`src/rtl/instr_sequencer_if.sv`:
```
// Instruction-memory read channel between the sequencer (master) and memory (slave).
interface instr_sequencer_if #(
    parameter int unsigned PC_WIDTH = 8
);
    logic                imem_req;
    logic [PC_WIDTH-1:0] imem_addr;
    logic [31:0]         imem_rdata;
    logic                imem_ack;

    modport master (
        output imem_req,
        output imem_addr,
        input  imem_rdata,
        input  imem_ack
    );

    modport slave (
        input  imem_req,
        input  imem_addr,
        output imem_rdata,
        output imem_ack
    );
endinterface

```
`src/rtl/instr_sequencer.sv`:
```
// Multi-cycle fetch/decode/execute/writeback controller: fetches over req/ack,
// times the EXEC window, pulses the register-file write and stops on HALT.
module instr_sequencer #(
    parameter int unsigned PC_WIDTH    = 8,
    parameter int unsigned EXEC_CYCLES = 1,
    parameter logic [7:0]  HALT_OPCODE = 8'hFF
) (
    input  logic                clk,
    input  logic                reset,
    input  logic                start,
    input  logic                stop,
    instr_sequencer_if.master   imem,
    output logic [31:0]         instruction,
    output logic                reg_write_en,
    output logic [PC_WIDTH-1:0] pc,
    output logic [15:0]         retired,
    output logic                busy,
    output logic                halted
);

    localparam logic [2:0] S_IDLE   = 3'd0;
    localparam logic [2:0] S_FETCH  = 3'd1;
    localparam logic [2:0] S_DECODE = 3'd2;
    localparam logic [2:0] S_EXEC   = 3'd3;
    localparam logic [2:0] S_WB     = 3'd4;
    localparam logic [2:0] S_HALTED = 3'd5;

    localparam logic [3:0] EXEC_LOAD = 4'(EXEC_CYCLES - 1);

    logic [2:0]          r_state;
    logic [PC_WIDTH-1:0] r_pc;
    logic [31:0]         r_instr;
    logic [15:0]         r_retired;
    logic [3:0]          r_exec_cnt;
    logic                w_is_halt;

    assign w_is_halt = (r_instr[31:24] == HALT_OPCODE);

    // Outputs decode straight from the state register, so reset clears them immediately.
    assign imem.imem_req  = (r_state == S_FETCH);
    assign imem.imem_addr = r_pc;
    assign instruction    = r_instr;
    assign reg_write_en   = (r_state == S_WB);
    assign pc             = r_pc;
    assign retired        = r_retired;
    assign busy           = (r_state == S_FETCH) || (r_state == S_DECODE) ||
                            (r_state == S_EXEC)  || (r_state == S_WB);
    assign halted         = (r_state == S_HALTED);

    // NOTE: all state uses non-blocking assignment so every register samples pre-edge values.
    always_ff @(posedge clk or posedge reset) begin
        if (reset) begin
            r_state    <= S_IDLE;
            r_pc       <= '0;
            r_instr    <= '0;
            r_retired  <= '0;
            r_exec_cnt <= '0;
        end else begin
            case (r_state)
                S_IDLE, S_HALTED: begin
                    if (start) begin
                        r_pc      <= '0;
                        r_retired <= '0;
                        r_state   <= S_FETCH;
                    end
                end
                S_FETCH: begin
                    if (imem.imem_ack) begin
                        r_instr <= imem.imem_rdata;
                        r_pc    <= r_pc + PC_WIDTH'(1);
                        r_state <= S_DECODE;
                    end
                end
                S_DECODE: begin
                    if (w_is_halt) begin
                        r_state <= S_HALTED;
                    end else begin
                        r_exec_cnt <= EXEC_LOAD;
                        r_state    <= S_EXEC;
                    end
                end
                S_EXEC: begin
                    if (r_exec_cnt != 4'd0) begin
                        r_exec_cnt <= r_exec_cnt - 4'd1;
                    end else begin
                        r_state <= S_WB;
                    end
                end
                S_WB: begin
                    r_retired <= r_retired + 16'd1;
                    r_state   <= stop ? S_IDLE : S_FETCH;
                end
                default: r_state <= S_IDLE;
            endcase
        end
    end

endmodule

```
`src/flat_wrapper.sv`:
```
// flat-port wrapper written by rule: the top's interface ports become plain ports
module instr_sequencer_flat 
#(
    parameter int unsigned PC_WIDTH    = 8,
    parameter int unsigned EXEC_CYCLES = 1,
    parameter logic [7:0]  HALT_OPCODE = 8'hFF
)
  (clk, reset, start, stop, instruction, reg_write_en, pc, retired, busy, halted, imem_imem_req, imem_imem_addr, imem_imem_rdata, imem_imem_ack);
  instr_sequencer_if #(.PC_WIDTH(PC_WIDTH)) imem_i ();
  input  logic clk;
  input  logic reset;
  input  logic start;
  input  logic stop;
  output logic [31:0] instruction;
  output logic reg_write_en;
  output logic [PC_WIDTH-1:0] pc;
  output logic [15:0] retired;
  output logic busy;
  output logic halted;
  output wire logic [$bits(imem_i.imem_req)-1:0] imem_imem_req;
  output wire logic [$bits(imem_i.imem_addr)-1:0] imem_imem_addr;
  input wire logic [$bits(imem_i.imem_rdata)-1:0] imem_imem_rdata;
  input wire logic [$bits(imem_i.imem_ack)-1:0] imem_imem_ack;
  assign imem_imem_req = imem_i.imem_req;
  assign imem_imem_addr = imem_i.imem_addr;
  assign imem_i.imem_rdata = imem_imem_rdata;
  assign imem_i.imem_ack = imem_imem_ack;
  instr_sequencer #(.PC_WIDTH(PC_WIDTH), .EXEC_CYCLES(EXEC_CYCLES), .HALT_OPCODE(HALT_OPCODE)) u_core (.clk(clk), .reset(reset), .start(start), .stop(stop), .imem(imem_i), .instruction(instruction), .reg_write_en(reg_write_en), .pc(pc), .retired(retired), .busy(busy), .halted(halted));
endmodule
```
`config.mk`:
```
export PLATFORM = sky130hd
export DESIGN_NAME = instr_sequencer_flat
export DESIGN_NICKNAME = d
export VERILOG_FILES = /design/src/rtl/instr_sequencer_if.sv /design/src/rtl/instr_sequencer.sv /design/src/flat_wrapper.sv
export SDC_FILE = /design/constraint.sdc
export NUM_CORES = 1
export LEC_CHECK = 0
export CAP_MARGIN = 10
export CORE_MARGIN = 5
export CORE_UTILIZATION = 45
export CTS_CLUSTER_SIZE = 30
export DETAILED_ROUTE_END_ITERATION = 7
export PLACE_DENSITY_LB_ADDON = 0.12
export SLEW_MARGIN = 20
export SYNTH_ARGS = -nofsm -noshare
export SYNTH_HDL_FRONTEND = slang
export SYNTH_SLANG_ARGS = --single-unit
export TNS_END_PERCENT = 100
```
`constraint.sdc`:
```
create_clock -name clk -period 2.2 [get_ports clk]
set_input_delay 0.22 -clock clk [delete_from_list [all_inputs] [get_ports clk]]
set_output_delay 0.22 -clock clk [all_outputs]
set_load 0.1 [all_outputs]
```
==> summary.txt <==
Placed design
  – I/O Buffers: 104
  – Routability cong.: 0.888
  – Post-DP HPWL: 5.27 mm

Die
  – Initial core utilization: 0.454
  – Die Wd: 92.1 um
  – Core ar.: 6680 sq um
  – Die H: 92.1 um
  – Top Ports: 105
  – Row cnt: 30
  – Overall die area: 8490 sq um

Critical path
  – CP max stage cell: or3b_1
  – Crit path arrival time: 2.11 ns
  – Crit Path Max Fanout: 10
  – CP Launch Point: u_core.r_state[0]
  – Required @ worst endpoint: 2.40 ns
  – Crit Path Category: flop to flop
  – Reg2reg path depth: 5
  – Reg-to-reg endpoint: u_core.retired[13]
  – RR Startpoint: u_core.r_state[0]
  – Setup crit end kind: flop
  – Flop-to-flop setup slack: 0.29 ns
  – Startpoint types: flop
  – Worst-path cell chain: or3b_1 -> inv_4 -> nand4_2 -> o311ai_0 -> o41ai_1
  – Worst path top cell family by delay: simple AND/OR/NAND/NOR gates
  – Critical path's largest stage delay: 0.51 ns
  – Worst Path Buf+Inv: 1
  – Critical Path End: u_core.retired[13]
  – Levels on crit path: 5

Yosys
  – Syn Area/Cell: 9.31 sq um
  – Post-synthesis compound-gate area fraction: 0.118
  – Yosys reg bits: 63
  – Simple-Gate Fraction of Synth Area: 0.251
  – Async set-reset flop share out of synthesis: 1.00
  – Synth cell types: 49
  – Syn. warnings: 0
  – Post-synthesis adder-cell area fraction: 0.0165
  – Yosys top cell area share: 0.519
  – Top cells by area, synth: dfrtp_1 (52%), nand2_1 (14%), nand3_1 (2.1%), buf_4 (2.0%), o31ai_1 (1.7%)
  – Mapped Nets: 367
  – Ys flop type: dfrtp_1
  – Xor/xnor share of the synthesized area: 0.0173
  – Sequential area share after synthesis: 0.519
  – Synth area leader: dfrtp_1
  – Synthesized area: 3040 sq um
  – Main combinational cell family by area after synthesis: simple AND/OR/NAND/NOR gates
  – EDFF count, synth: 0
  – Multiplexer share of the synthesized area: 0.0202
  – Cells after Synth: 326

Min path
  – Hold Path Class: input port to async pin

Clock network
  – CTS tree: built
  – CTS Buf Count: 9
  – Hold Buf Count CTS: 0
  – Sink Count: 63
  – Root Buffer: clkbuf_8
  – Clock slew at reported path FFs: 0.07 ns
  – Clock tree buffer depth: 2
  – CTS H-tree depth: 3
  – Post-CTS sizing: 0
  – Postcts setup bufs: 0
  – Clk_lat worst skew: 0.33 ns

Timing
  – RSZ-0062 raised after global routing: false
  – Peak Freq: 523 MHz
  – Final hold vios: 0
  – Final period utilization: 0.870
  – Minimum clock period: 1.91 ns
  – Hold slack: 0.226 ns
  – Slew Viols, Final: 0
  – Finish-stage setup viols: 0
  – Clock skew: 0.00789 ns
  – Worst slew pin tran: 0.482 ns
  – Max transition margin: 0.678

Global routing
  – Met2 usage: 0.279
  – Wire length of the first global-routing pass: 11.8 mm
  – GRT Resource Usage Total: 0.174
  – Gr ovfl total: 0
  – Initial antenna violation count: 0
  – GR Util met1: 0.218
  – Largest net degree at the start of global routing: 43
  – Vias in the first global route: 2,557
  – GRT met3 Usage: 0.0492
  – GR peak layer: met2

Route
  – DRC errors left: 0
  – TritonRoute pass-1 iters: 4
  – Post-route ant nets: 0
  – Wire per inst: 14.1 um
  – Vias: 2,594
  – Number of vias per cell: 5.05
  – Violation count after the first detailed-route iteration: 156
  – Final wirelength: 7.23 mm

Finish
  – Share of cells above drive strength 1: 0.258
  – Final layout net count: 470
  – Area grow syn2layout: 41.1%
  – Commonest non-fill, non-tap cell in the layout: nand2_1
  – # diodes: 0
  – Commonest cells after routing, fill and taps aside: nand2_1 (116), buf_4 (72), dfrtp_1 (60), clkdlybuf4s50_1 (36), nand3_1 (13)
  – Area of the multi-input gates: 1310 sq um
  – Final Util: 0.641
  – Reg area: 1580 sq um
  – FILL cells: 597

Status
  – Outcome: finished, final reports clean

Job
  – Max-cap viol count: 0
-- area by class of cell --
type	instances	area share
sequential	63	0.369
clock buffer	10	0.0321
clock inverter	6	0.0251
multi-input combinational	231	0.306
timing repair buffer	113	0.234
tap	80	0.0234
inverter	11	0.0102
-- how the worst min path moves through the flow --
stage / startpoint / end / slack [ns] / cells after the start
after floorplan: start / u_core.r_state[2] / 0.31 / 1
after CTS: reset / u_core.retired[10] / 0.23 / 2
after global routing: reset / u_core.instruction[7] / 0.26 / 2
after global placement: u_core.instruction[16] / u_core.instruction[16] / 0.45 / 2
after detailed placement: u_core.instruction[16] / u_core.instruction[16] / 0.46 / 2
final: reset / u_core.instruction[7] / 0.23 / 2
-- cell usage after synthesis, types with 2 or more instances --
cell type and count:
a21oi_1 4, and2_1 6, inv_1 10, o21ai_0 7, or3_1 2, nand2_1 117
nand4_1 2, nor2_1 6, buf_4 8, nor3b_1 3, and3_1 2, mux2i_1 5
ha_1 4, clkbuf_1 9, nand3_1 13, o31ai_1 7, xnor2_1 6, nor2b_1 2
o211ai_1 6, a221o_1 2, dfrtp_1 63, a31oi_1 4, or2_2 2, o41ai_1 2
buf_6 3, and4_1 3, a21o_1 3, nor3_1 4
-- flip-flops by register name, indices dropped and copies added, names as in the netlist --
register,count
u_core.r_state,3
u_core.r_exec_cnt,4
u_core.instruction,32
u_core.imem.imem_addr,8
u_core.retired,16
-- logic make-up (layout without fill, tap and decap cells) --
group	count (synthesis)	count (layout)
AO/OA/AOI/OAI	46	46
XOR/XNOR	6	6
adder cells (fa/ha/maj)	4	4
buffers and inverters	32	140
flip-flops	63	63
multiplexers	6	6
AND/OR/NAND/NOR	169	169
-- layer usage --
layer | up-vias | wire [um]
li1 | 1304 | -
met3 | 6 | 499
met1 | 1206 | 3110
met4 | 0 | 74
met5 | - | 0
met2 | 78 | 3540
-- metrics by stage --
stage / setup WS [ns] / std cells / cell area, sq um / setup TNS (ns)
floorplan: -0.0823 / 326 / 3100 / -2.26
global placement: 0.346 / 498 / 4040 / 0
detailed placement: 0.304 / 498 / 4040 / 0
CTS: 0.297 / 514 / 4280 / 0
global route: 0.130 / 514 / 4280 / 0
finish: 0.287 / 514 / 4280 / 0
Power is not shown: default switching activity piles up to over one toggle a cycle in this logic, so the estimate is an artifact.
